## src/rtl/insn_prefetcher_pkg.sv

```systemverilog
// Shared prefetch types and the real-mode segment:offset address helper,
// also used by the load/store unit.
package insn_prefetcher_pkg;

  localparam int unsigned SEG_W   = 16;
  localparam int unsigned PHYS_W  = 20;
  localparam int unsigned WADDR_W = PHYS_W - 1;
  localparam int unsigned WORD_W  = 16;
  localparam int unsigned BYTE_W  = 8;
  localparam int unsigned CNT_W   = 2;

  typedef enum logic [1:0] {
    PF_IDLE    = 2'd0,
    PF_FETCH   = 2'd1,
    PF_PUSH    = 2'd2,
    PF_DISCARD = 2'd3
  } pf_state_e;

  // The carry out of bit 19 is dropped, so addresses wrap at 1 MiB.
  function automatic logic [PHYS_W-1:0] phys_addr(input logic [SEG_W-1:0] cs,
                                                  input logic [SEG_W-1:0] ip);
    logic [PHYS_W-1:0] seg_base;
    logic [PHYS_W-1:0] offset;
    seg_base = {cs, 4'b0000};
    offset   = {4'b0000, ip};
    return PHYS_W'(seg_base + offset);
  endfunction

endpackage

```

## src/rtl/insn_prefetcher_if.sv

```systemverilog
// Prefetcher bus bundle: flush/redirect, memory read port and FIFO write port.
interface insn_prefetcher_if;
  import insn_prefetcher_pkg::*;

  logic               flush;
  logic [SEG_W-1:0]   new_cs;
  logic [SEG_W-1:0]   new_ip;

  logic               mem_access;
  logic               mem_ack;
  logic [WADDR_W-1:0] mem_address;
  logic [WORD_W-1:0]  mem_data;

  logic               fifo_wr_en;
  logic [BYTE_W-1:0]  fifo_wr_data;
  logic               fifo_nearly_full;
  logic               fifo_full;

  modport master (
    input  flush, new_cs, new_ip,
    input  mem_ack, mem_data,
    input  fifo_nearly_full, fifo_full,
    output mem_access, mem_address,
    output fifo_wr_en, fifo_wr_data
  );

  modport slave (
    output flush, new_cs, new_ip,
    output mem_ack, mem_data,
    output fifo_nearly_full, fifo_full,
    input  mem_access, mem_address,
    input  fifo_wr_en, fifo_wr_data
  );

endinterface

```

## src/rtl/insn_prefetcher.sv

```systemverilog
// Instruction prefetcher: reads 16-bit words at CS:IP and streams their valid
// bytes into the instruction FIFO, restarting at a new CS:IP on flush.
module insn_prefetcher
  import insn_prefetcher_pkg::*;
#(
  parameter logic [SEG_W-1:0] RESET_CS = 16'hffff,
  parameter logic [SEG_W-1:0] RESET_IP = 16'h0000
) (
  input  logic              clk,
  input  logic              reset,
  insn_prefetcher_if.master bus
);

  localparam logic [PHYS_W-1:0] RESET_PHYS = phys_addr(RESET_CS, RESET_IP);

  pf_state_e          state_q, state_d;
  logic [SEG_W-1:0]   cs_q, cs_d;
  logic [SEG_W-1:0]   ip_q, ip_d;
  logic [WORD_W-1:0]  buf_q, buf_d;
  logic [CNT_W-1:0]   cnt_q, cnt_d;
  logic [WADDR_W-1:0] addr_q, addr_d;
  logic               access_q, access_d;
  logic               push_c;
  logic [PHYS_W-1:0]  phys_c;

  assign phys_c = phys_addr(cs_q, ip_q);

  // State and datapath registers; reset wins over flush.
  always_ff @(posedge clk) begin
    if (!reset) begin
      state_q  <= PF_IDLE;
      cs_q     <= RESET_CS;
      ip_q     <= RESET_IP;
      buf_q    <= '0;
      cnt_q    <= '0;
      addr_q   <= RESET_PHYS[PHYS_W-1:1];
      access_q <= 1'b0;
    end else begin
      state_q  <= state_d;
      cs_q     <= cs_d;
      ip_q     <= ip_d;
      buf_q    <= buf_d;
      cnt_q    <= cnt_d;
      addr_q   <= addr_d;
      access_q <= access_d;
    end
  end

  // Next-state and push decision.
  always_comb begin
    state_d = state_q;
    cs_d    = cs_q;
    ip_d    = ip_q;
    buf_d   = buf_q;
    cnt_d   = cnt_q;
    addr_d  = addr_q;
    push_c  = 1'b0;

    case (state_q)
      PF_IDLE: begin
        // The address is captured here so it stays put for the whole bus cycle.
        if (!bus.flush && !bus.fifo_nearly_full) begin
          state_d = PF_FETCH;
          addr_d  = phys_c[PHYS_W-1:1];
        end
      end
      PF_FETCH: begin
        if (bus.mem_ack) begin
          state_d = PF_PUSH;
          buf_d   = bus.mem_data;
          cnt_d   = ip_q[0] ? CNT_W'(1) : CNT_W'(2);
        end
      end
      PF_PUSH: begin
        if (!bus.fifo_full) begin
          push_c = 1'b1;
          ip_d   = ip_q + SEG_W'(1);
          cnt_d  = cnt_q - CNT_W'(1);
          if (cnt_q == CNT_W'(1)) begin
            state_d = PF_IDLE;
          end
        end
      end
      PF_DISCARD: begin
        if (bus.mem_ack) begin
          state_d = PF_IDLE;
        end
      end
      default: state_d = PF_IDLE;
    endcase

    // An outstanding bus cycle cannot be aborted, so it is drained in DISCARD.
    if (bus.flush) begin
      push_c = 1'b0;
      cs_d   = bus.new_cs;
      ip_d   = bus.new_ip;
      cnt_d  = '0;
      if (state_q == PF_FETCH) begin
        state_d = bus.mem_ack ? PF_IDLE : PF_DISCARD;
      end else if (state_q != PF_DISCARD) begin
        state_d = PF_IDLE;
      end
    end

    access_d = (state_d == PF_FETCH) || (state_d == PF_DISCARD);
  end

  assign bus.mem_access   = access_q;
  assign bus.mem_address  = addr_q;
  assign bus.fifo_wr_en   = push_c;
  assign bus.fifo_wr_data = ip_q[0] ? buf_q[WORD_W-1:BYTE_W] : buf_q[BYTE_W-1:0];

endmodule

```

## src/flat_wrapper.sv

```systemverilog
// flat-port wrapper written by rule: the top's interface ports become plain ports
module insn_prefetcher_flat import insn_prefetcher_pkg::*;
#(
  parameter logic [SEG_W-1:0] RESET_CS = 16'hffff,
  parameter logic [SEG_W-1:0] RESET_IP = 16'h0000
)
  (clk, reset, bus_flush, bus_new_cs, bus_new_ip, bus_mem_ack, bus_mem_data, bus_fifo_nearly_full, bus_fifo_full, bus_mem_access, bus_mem_address, bus_fifo_wr_en, bus_fifo_wr_data);
  insn_prefetcher_if bus_i ();
  input  logic clk;
  input  logic reset;
  input wire logic [$bits(bus_i.flush)-1:0] bus_flush;
  input wire logic [$bits(bus_i.new_cs)-1:0] bus_new_cs;
  input wire logic [$bits(bus_i.new_ip)-1:0] bus_new_ip;
  input wire logic [$bits(bus_i.mem_ack)-1:0] bus_mem_ack;
  input wire logic [$bits(bus_i.mem_data)-1:0] bus_mem_data;
  input wire logic [$bits(bus_i.fifo_nearly_full)-1:0] bus_fifo_nearly_full;
  input wire logic [$bits(bus_i.fifo_full)-1:0] bus_fifo_full;
  output wire logic [$bits(bus_i.mem_access)-1:0] bus_mem_access;
  output wire logic [$bits(bus_i.mem_address)-1:0] bus_mem_address;
  output wire logic [$bits(bus_i.fifo_wr_en)-1:0] bus_fifo_wr_en;
  output wire logic [$bits(bus_i.fifo_wr_data)-1:0] bus_fifo_wr_data;
  assign bus_i.flush = bus_flush;
  assign bus_i.new_cs = bus_new_cs;
  assign bus_i.new_ip = bus_new_ip;
  assign bus_i.mem_ack = bus_mem_ack;
  assign bus_i.mem_data = bus_mem_data;
  assign bus_i.fifo_nearly_full = bus_fifo_nearly_full;
  assign bus_i.fifo_full = bus_fifo_full;
  assign bus_mem_access = bus_i.mem_access;
  assign bus_mem_address = bus_i.mem_address;
  assign bus_fifo_wr_en = bus_i.fifo_wr_en;
  assign bus_fifo_wr_data = bus_i.fifo_wr_data;
  insn_prefetcher #(.RESET_CS(RESET_CS), .RESET_IP(RESET_IP)) u_core (.clk(clk), .reset(reset), .bus(bus_i));
endmodule
```

## config.mk

```make
export PLATFORM = sky130hd
export DESIGN_NAME = insn_prefetcher_flat
export DESIGN_NICKNAME = d
export VERILOG_FILES = /design/src/rtl/insn_prefetcher_pkg.sv /design/src/rtl/insn_prefetcher_if.sv /design/src/rtl/insn_prefetcher.sv /design/src/flat_wrapper.sv
export SDC_FILE = /design/constraint.sdc
export NUM_CORES = 1
export LEC_CHECK = 0
export ABC_AREA = 1
export ABC_CLOCK_PERIOD_IN_PS = 2000
export CORE_UTILIZATION = 40
export CTS_BUF_LIST = sky130_fd_sc_hd__clkbuf_16
export CTS_CLUSTER_SIZE = 40
export DETAILED_ROUTE_END_ITERATION = 12
export GPL_ROUTABILITY_DRIVEN = 0
export HOLD_SLACK_MARGIN = 0.02
export MAX_ROUTING_LAYER = met4
export PLACE_DENSITY_LB_ADDON = 0.1
export SYNTH_ARGS = -nofsm -noshare
export SYNTH_HDL_FRONTEND = slang
export SYNTH_SLANG_ARGS = --single-unit
export TNS_END_PERCENT = 5
```

## constraint.sdc

```tcl
create_clock -name clk -period 2 [get_ports clk]
set_input_delay 0.2 -clock clk [delete_from_list [all_inputs] [get_ports clk]]
set_output_delay 0.2 -clock clk [all_outputs]
set_load 0.02 [all_outputs]
```

Yosys cells after proc, flatten, opt, wreduce, memory -nomap -nowiden
Cells that the tools add are included.

Register bits: 72. Bits of input ports: 54. Output and inout bits: 29. Logic and storage cells: 54.

Reduce and logical (&&, ||, !) cells: 12. Add/sub/neg operators: 3. Eq/ne operators: 10. Multiplexer cells: 21. Bitwise operators: 1.

Operators with widths (count): 2-to-1 mux 16 bit (3); 2-to-1 mux 2 bit (12); adder 20 x 16 -> 20 bit (1); adder 16 x 1 -> 16 bit (second input constant) (1); 2-to-1 mux 8 bit (1); != test 2 bit (second input constant) (4); case mux 2 bit (4 select lines) (1); == test 2 x 1 -> 1 bit (second input constant) (3); == test 2 bit (second input constant) (3); AND reduction 2 bit (3); case mux 2 bit (2 select lines) (1); nonzero test 2 bit (2); 2-to-1 mux 1 bit (3); AND reduction 3 bit (1); zero test 1 bit (2); zero test 2 bit (1); OR reduction 2 bit (1); subtractor 2 x 1 -> 2 bit (second input constant) (1); logical AND 1 bit (1); logical OR 1 bit (1); NOT 1 bit (1).

Depth between registers and ports, before layout
Gate-level depths: netlist of run 1.

Depth in word-level cells: 9. Mapped depth: 11. Mapped depth without buffers: 11.

Worst setup path after synthesis of run 1
Ideal clock, no wire load.

Path kind: reg-to-reg. Start point: reg u_core.ip_q[4]. End point: reg u_core.addr_q[15] (netlist: u_core.bus.mem_address[15]). Slack: 0.386 ns. Data arrival time: 1.499 ns. Cell stages (with the launch flop): 12. Required time: 1.885 ns. Clock period less this slack: 1.614 ns. Library setup time: 0.115 ns. Path through: dfxtp_1 > ha_1 > inv_1 > fa_1 > inv_1 > nand3_1 > nand3_1 > nand3_1 > nand3_1 > nand2_1 > nand3_1 > nand2_1.

Longest elaborated chain between the ends: 1.

Ends and longest elaborated chain: start: declaration (line insn_prefetcher.sv:18) `logic [SEG_W-1:0] ip_q, ip_d;`; start signal: assignment (line insn_prefetcher.sv:41) `ip_q <= ip_d;`; adder 20 x 16 -> 20 bit (line insn_prefetcher_pkg.sv:26) `return PHYS_W'(seg_base + offset);`; end signal: assignment (line insn_prefetcher.sv:36) `addr_q <= RESET_PHYS[PHYS_W-1:1];`; end signal: assignment (line insn_prefetcher.sv:44) `addr_q <= addr_d;`; end: declaration (line insn_prefetcher.sv:21) `logic [WADDR_W-1:0] addr_q, addr_d;`.

No other way between the ends. A chain may end at the register's enable or synchronous reset.

Worst setup path in the final report of run 1
Start point: reg u_core.ip_q[0]. End point: out bus_fifo_wr_data[1].

Longest elaborated chain between the ends: 1.

Ends and longest elaborated chain: 2-to-1 mux 8 bit (line insn_prefetcher.sv:111) `assign bus.fifo_wr_data = ip_q[0] ? buf_q[WORD_W-1:BYTE_W] : buf_q[BYTE_W-1:0];`; end: declaration (line flat_wrapper.sv:21) `output wire logic [$bits(bus_i.fifo_wr_data)-1:0] bus_fifo_wr_data;`.

No other way between the ends.

==> results of run 1 <==
## logic make-up (layout without fill, tap and decap cells)
group	after synthesis	count (layout)	synth area share, %
AO/OA/AOI/OAI	98	98	13.3
XOR/XNOR	6	6	1.33
adder cells (fa/ha/maj)	15	15	4.93
buffers and inverters	89	179	9.06
flip-flops	72	72	36.4
AND/OR/NAND/NOR	328	328	35.0
## per-stage QoR
step           hold WS, ns  power [uW]  setup slack (ns)  utilization, %  cell area, um2
2_1_floorplan        0.322        2120             0.386               -            3960
3_3_place_gp         0.443        2430             0.148            52.6            4950
3_5_place_dp         0.450        2440             0.165            52.6            4950
4_1_cts              0.435        3870            0.0773            55.4            5220
5_1_grt              0.459        4060            0.0146            55.5            5220
6_report             0.439        3850            0.0772            55.5            5220
## metal layers
| layer | vias up | track usage, % |
|---|---|---|
| met4 | 0 | 8.36 |
| met2 | 117 | 34.7 |
| li1 | 2118 | - |
| met3 | 12 | 3.24 |
| met5 | - | - |
| met1 | 1834 | 29.9 |
## area by class of cell
type	count	share of cell area (%)
multi-input cells	447	41.5
flip-flops and latches	72	27.6
inverters	69	5.03
repair buffers	94	17.7
clock buffers	9	4.31
clock inverters	7	0.767
well taps	129	3.09
## registers in the layout (all words and copies together) (netlist names)
| signal | flops |
|---|---|
| u_core.bus.mem_access | 1 |
| u_core.ip_q | 16 |
| u_core.state_q | 2 |
| u_core.bus.mem_address | 19 |
| u_core.buf_q | 16 |
| u_core.cs_q | 16 |
| u_core.cnt_q | 2 |
## placed cells by master, fill, tap and decap left out, drive strengths merged
master         instances
clkinv                 6
buf                   12
clkdlybuf4s50         81
nand3                 44
fa                     1
and2                   3
nand2                190
nor2                  77
clkinvlp               2
dlygate4sd2            1
inv                   68
clkbuf                 9
a21boi                 1
o31ai                  1
o211ai                 1
nor3                   5
nand3b                 4
dfxtp                 72
xor2                   6
o21ai                 46
a21oi                 42
a211oi                 1
nand4                  4
or2                    1
a31oi                  6
ha                    14
## how the worst max path moves through the flow
stage	start	slack (ns)	endpoint
after global placement	bus_flush	0.15	bus_fifo_wr_en
after CTS	u_core.ip_q[0]	0.08	bus_fifo_wr_data[1]
after global routing	u_core.ip_q[0]	0.01	bus_fifo_wr_data[5]
after detailed placement	bus_flush	0.16	bus_fifo_wr_en
final	u_core.ip_q[0]	0.08	bus_fifo_wr_data[1]
after floorplan	u_core.ip_q[4]	0.39	u_core.bus.mem_address[15]
## Yosys cell counts (2+ instances only)
cell type  instances  area share (%)
dfxtp_1           72              36
nand3_2            4             1.0
nand3_1           40             5.1
nand2_1          187              18
nor2_1            75             7.1
a31oi_1            5            0.79
buf_2              9             1.1
clkinv_1           2            0.19
nor3_1             4            0.51
and2_1             3            0.47
inv_2              4            0.38
a21oi_1           39             4.9
o21ai_0           45             5.7
nand3b_1           4            0.76
buf_1              2            0.19
ha_1              14             4.4
a21oi_2            3            0.66
xor2_1             6             1.3
nand4_1            4            0.63
clkbuf_1           8            0.76
nand2_2            2            0.32
inv_1             62             5.9
## worst min-delay path: stages
cell             delay [ns]
clkdlybuf4s50_1        0.39
nand2_1                0.06
nand3_1                0.06
## power groups by stage
stage / sequential (uW) / combinational, uW / clock [uW]
final: 1600 / 821 / 1430
after detailed placement: 1630 / 814 / 0
after CTS: 1600 / 819 / 1450
after global placement: 1620 / 803 / 0
after global routing: 1610 / 929 / 1520
after floorplan: 1640 / 472 / 0
## repair_timing
action,4_1_cts,5_1_grt
setup endpoints to repair,9,2
resized for setup,2,3
buffers inserted,0,0
==> summary.txt, run 1 <==
Worst hold path
  – Hold path startpoint: bus_new_cs[5]
  – Worst Hold Path Cells: 3
  – Min-Delay Endpoint: u_core.cs_q[5]
  – Min-Delay Path Class: primary input to register

Logic synthesis
  – Register bit total from synthesis: ~70
  – Cell count after synthesis: 608
  – Synthesized cell area: around 0.004 mm2
  – Post-synth EDFFs: 0
  – Seq/Total Area, Yosys: roughly 36%
  – Synth Warn #: 0
  – Yosys cell types: 36
  – Async SR Flop Fraction: 0%
  – Syn_area_per_cell: approximately 6.5 um2
  – Syn Nets: about 680
  – Primary FF master, synth: dfxtp_1

Floorplan
  – Die Ht: between 100 and 150 um
  – Initial core utilization: 42.1%
  – Die area: approximately 0.010 mm2
  – Core area: approximately 0.0094 mm2
  – # rows: 35
  – I/O pins: just over 80
  – Die X: roughly 100 um

Critical path
  – Crit path top cell by count: nand2_1
  – CP startpoint kind: register
  – FF-to-FF End: u_core.bus.mem_address[17]
  – R2R Setup Slk: between 0.2 and 0.25 ns
  – Crit path buf inv count: 2
  – Crit path depth: 4
  – Worst-case reg-to-reg path depth: 11
  – Critical path class: register to output pin
  – Family with the most delay on the worst path: buffers and inverters
  – Worst EP arrival: ~1.7 ns
  – Crit-path max cell delay: between 0.5 and 0.6 ns
  – Worst Setup End Kind: output pin
  – Max FO, Critical Path: 10
  – Worst path slowest cell: clkdlybuf4s50_1
  – Worst Path Required: ~1.8 ns
  – Worst-path cell chain: clkinv_2 -> nand2_1 -> nand2_1 -> clkdlybuf4s50_1
  – Worst r2r src: u_core.ip_q[4]

Route
  – Top routing layer in use: met4
  – Vias/cell: ~4.9
  – Routed length on met1: between 5000 and 6000 um
  – Post-route ant nets: 0
  – WL per Instance: around 13 um
  – Metal3 WL: roughly 510 um
  – Drt first pass iters: 5
  – DRC: 0
  – Routed vias: about 4.1k
  – DRT iter0 DRCs: roughly 170
  – Final wirelength: about 11000 um
  – Met2 wire len: about 4700 um

STA
  – Final Cycle Share: a little over nine tenths
  – Actual slew at the worst max-slew pin: about 0.42 ns
  – Final Skew: 0.00845 ns
  – RSZ-0062 raised after global routing: no
  – Setup violators final: 0
  – Tmin final: ~1.9 ns
  – Final Hold Viols: 0
  – Slew Limit Headroom: roughly 72%
  – Final setup TNS: 0 ns
  – Slew Limit Fails: 0
  – Max Clock Freq: around 520 MHz

Finish
  – Ant. Diodes: 0
  – Filler cells: ~950
  – Syn-to-layout area delta: 31.8%
  – Non-Filler Instances: slightly above 800
  – Share of layout cells above drive strength 1: ~7%
  – Layout Nets: approximately 760
  – FF/Latch Area: between 0.001 and 0.0015 mm2
  – Multi-input gate area: 0.00217 mm2

Global route
  – Global-route wire length before repair: about 18000 um
  – Initial antenna violation count: 0
  – GRT Total Usage: between 20% and 30%
  – Global route total overflow: 0
  – Largest net degree at the start of global routing: 37
  – Number of global-route vias before repair: approximately 3.8k

Clock tree
  – Htree depth: 3
  – Reg clk slew, reported paths: around 0.06 ns
  – # hold bufs at CTS: 0
  – Clock Tree Root: clkbuf_16
  – Max Root-Sink Buffers: 2
  – CTS tree: yes
  – Clock sink count: slightly above 70
  – TritonCTS Buffers: 9
  – Clock Latency Late Sink: about 0.33 ns

Power and ir drop
  – Combinational power share: between 20% and 30%
  – PwrDens: between 700 and 800 mW/mm2
  – Switching share of power: around 30%
  – Clock power share: a little under two fifths
  – Sequential power share: approximately two fifths
  – Lkg Pwr: between 0.002 and 0.0025 uW
  – Int Power: between 2000 and 3000 uW
  – Switching pwr: approximately 1100 uW
  – Maximum VDD drop: 0.000376 V

Placement
  – PortBufs: 82
  – Hpwl dp: 7700 um
  – Dpl cells: 811

Flow run
  – Maxcap violations: 0

Outcome
  – Status: finished, final reports clean
Note: power is estimated with default switching activity, not from simulation.
==> run 2, diff against run 1 <==
ABC_AREA = unset   (was 1)
CTS_CLUSTER_DIAMETER = 50   (was unset)
==> run 2 against run 1 <==
Against the previous run:
- final area is 1.5% lower
- non-clock buffer count is 13 higher
- area after synthesis fell by 7.1%
- register-to-register slack worse by 0.21 ns
- combinational power down 2%
- the flow now finishes with violations (DRC)
- global-route usage shrank 2.8 points
==> summary.txt, run 2 <==
Critical path
  – Crit-path max cell delay: 0.36 ns (was 0.53 ns)
  – Max FO, Critical Path: 3 (was 10)
  – Critical path class: register to register (was register to output pin)
  – CP startpoint kind: register (unchanged)
  – Worst EP arrival: 2.18 ns (was 1.72 ns)
  – Worst Setup End Kind: register (was output pin)
  – Worst Path Required: 2.21 ns (was 1.80 ns)
  – Worst path slowest cell: fa_2 (was clkdlybuf4s50_1)
  – Worst-path cell chain: ha_4 -> inv_1 -> fa_2 -> nor2b_2 -> o211ai_1 -> nand3b_1 -> a21oi_2 -> or3_1 -> o311a_1 (was clkinv_2 -> nand2_1 -> nand2_1 -> clkdlybuf4s50_1)
  – Family with the most delay on the worst path: simple AND/OR/NAND/NOR gates (was buffers and inverters)
  – R2R Setup Slk: 0.03 ns (was 0.24 ns)
  – Crit path buf inv count: 1 (was 2)

Route
  – DRT iter0 DRCs: 107 (was 173)
  – DRC: 4 (was 0)
  – Drt first pass iters: 8 (was 5)
  – WL per Instance: 13.7 um (was 12.7 um)
  – Post-route ant nets: 0 (unchanged)
  – Vias/cell: 5.19 (was 4.93)
  – Final wirelength: 8850 um (was 10500 um)
  – Routed vias: 3345 (was 4081)

STA
  – Setup ws final: 0.0332 ns (was 0.0772 ns)
  – Final Skew: 0.00612 ns (was 0.00845 ns)
  – Tmin final: 1.97 ns (was 1.92 ns)
  – Actual slew at the worst max-slew pin: 0.516 ns (was 0.421 ns)
  – Max Clock Freq: 508 MHz (was 520 MHz)
  – RSZ-0062 raised after global routing: yes (was no)
  – Final Cycle Share: 98.3% (was 96.1%)
  – Setup violators final: 0 (unchanged)
  – Final Hold Viols: 0 (unchanged)
  – Final setup TNS: 0 ns (unchanged)
  – Slew Limit Fails: 0 (unchanged)
  – Hold WS: 0.166 ns (was 0.439 ns)
  – Slew Limit Headroom: 65.5% (was 71.8%)

Global route
  – Initial antenna violation count: 0 (unchanged)
  – Global route total overflow: 0 (unchanged)
  – GRT Total Usage: 19.7% (was 22.5%)
  – Largest net degree at the start of global routing: 46 (was 37)
  – Global-route wire length before repair: 14800 um (was 17500 um)
  – Number of global-route vias before repair: 3233 (was 3777)

Logic synthesis
  – Async SR Flop Fraction: 0% (unchanged)
  – Count leader, synth: nand2_1 (unchanged)
  – Synthesized cell area: 0.00368 mm2 (was 0.00396 mm2)
  – Yosys cell types: 53 (was 36)
  – Synth Warn #: 0 (unchanged)
  – Syn Nets: 505 (was 677)
  – Synth top area cells: dfxtp_1 39%, nand2_1 10%, ha_1 4.8% (was dfxtp_1 36%, nand2_1 18%, nor2_1 7.1%)
  – Cell count after synthesis: 436 (was 608)
  – Register bit total from synthesis: 72 (unchanged)
  – Post-synth top area share: 39.1% (was 36.4%)
  – Seq/Total Area, Yosys: 39.1% (was 36.4%)
  – Post-synth top cells: 98 x nand2_1, 72 x dfxtp_1, 21 x a21oi_1, 21 x o21ai_0, 18 x nor2_1 (was 187 x nand2_1, 75 x nor2_1, 72 x dfxtp_1)
  – Area leader, netlist: dfxtp_1 (unchanged)
  – Syn_area_per_cell: 8.45 um2 (was 6.52 um2)
  – Primary FF master, synth: dfxtp_1 (unchanged)
  – Post-synth EDFFs: 0 (unchanged)

Floorplan
  – # rows: 34 (was 35)
  – Core area: 0.00881 mm2 (was 0.00942 mm2)
  – Die area: 0.00959 mm2 (was 0.0103 mm2)
  – Die Ht: 97.9 um (was 102 um)
  – I/O pins: 83 (unchanged)
  – Die X: 97.9 um (was 102 um)
  – Initial core utilization: 41.8% (was 42.1%)

Finish
  – Layout Nets: 600 (was 762)
  – Commonest non-fill, non-tap cells in the layout: 98 x nand2_1, 79 x clkdlybuf4s50_1, 69 x dfxtp_1, 22 x buf_4, 21 x o21ai_0 (was 187 x nand2_1, 81 x clkdlybuf4s50_1, 75 x nor2_1, 70 x dfxtp_1, 63 x inv_1)
  – Syn-to-layout area delta: 39.8% (was 31.8%)
  – Share of layout cells above drive strength 1: 13.2% (was 7.02%)
  – Util after Layout: 58.4% (was 55.5%)
  – Filler cells: 795 (was 945)
  – Max reg flops: 19 (unchanged)
  – Commonest non-fill, non-tap cell in the layout: nand2_1 (unchanged)
  – Ant. Diodes: 0 (unchanged)

Clock tree
  – TritonCTS Buffers: 9 (unchanged)
  – CTS tree: yes (unchanged)
  – Clock sink count: 72 (unchanged)
  – # hold bufs at CTS: 0 (unchanged)
  – Reg clk slew, reported paths: 0.06 ns (about the same)
  – Clock Tree Root: clkbuf_16 (unchanged)
  – Htree depth: 3 (unchanged)
  – Max Root-Sink Buffers: 2 (unchanged)
  – Clock Latency Late Sink: 0.32 ns (was 0.33 ns)

Power and ir drop
  – Clock power share: 41.3% (was 37.2%)
  – Design Power: 4060 uW (was 3850 uW)
  – Int Power: 3010 uW (was 2710 uW)
  – Maximum VDD drop: 0.000434 V (was 0.000376 V)
  – Switching share of power: 26.0% (was 29.6%)
  – PwrDens: 789 mW/mm2 (was 738 mW/mm2)
  – Lkg Pwr: 0.00205 uW (was 0.00237 uW)
  – Switching pwr: 1060 uW (was 1140 uW)
  – Sequential power share: 38.9% (was 41.5%)
  – Combinational power share: 19.7% (was 21.3%)

Flow run
  – Maxcap violations: 0 (unchanged)

Worst hold path
  – Min-Delay Path Class: primary input to register (unchanged)

Outcome
  – Failing checks: DRC
  – Status: finished, violations left (was finished, final reports clean)

Placement
  – PortBufs: 82 (unchanged)
  – Place WS: -0.0975 ns (was 0.165 ns)
  – Hpwl dp: 6230 um (was 7700 um)
## run 2: changes by cell type in the layout (fill, tap and decap cells not counted), sizes merged, moves of 20 or more
cell / change
a21oi: -20
inv: -57
nand2: -92
nand3: -34
nor2: -59
o21ai: -23
## run 2: stage by stage
step / cell area (um2) / cells
after floorplan: 3680 / 436
after global placement: 4750 / 627
after detailed placement: 4750 / 627
after CTS: 5070 / 643
after global routing: 5150 / 644
final: 5150 / 644
## run 2: cells by family after synthesis
logic type | after synthesis | share of synthesized area [%]
buffers and inverters | 33 | 3.77
muxes | 25 | 7.07
adders and majority gates | 15 | 5.30
xor gates and xnor gates | 24 | 5.71
AOI/OAI and AO/OA | 92 | 16.1
DFF | 72 | 39.1
and+or+nand+nor | 175 | 22.9
## run 2: cell type report
class	instances	area [um2]	share of cell area (%)
timing repair buffer	107	1040	20.2
multi-input combinational	331	2170	42.3
clock inverter	7	87.6	1.70
inverter	10	37.5	0.729
tap	108	135	2.63
clock buffer	9	225	4.38
sequential	72	1450	28.1
## run 2: per-layer routing
layer	GRT usage [%]	up-vias	wire, um
li1	-	1708	-
met2	31.0	79	4210
met4	8.86	0	148
met1	25.2	1544	4140
met5	-	-	0
met3	2.72	14	350
## run 2: timing repair
action | 4_1_cts | 5_1_grt
pin swaps | 0 | 6
setup endpoints to repair | 13 | 19
setup buffers | 0 | 1
resized for setup | 3 | 16
## run 2: power by group through the flow
stage / registers, uW / clock network (uW) / logic, uW
finish: 1580 / 1680 / 802
global route: 1590 / 1780 / 880
global placement: 1610 / 0 / 750
CTS: 1580 / 1710 / 771
floorplan: 1630 / 0 / 419
detailed placement: 1610 / 0 / 760
## run 2: final timing paths
kind | startpoint | to | depth (start not counted)
min | reset | u_core.cs_q[14] | 2
max | u_core.ip_q[4] | u_core.bus.mem_address[17] | 9
min reg2reg | u_core.buf_q[14] | u_core.buf_q[14] | 2
max reg2reg | u_core.ip_q[4] | u_core.bus.mem_address[17] | 9
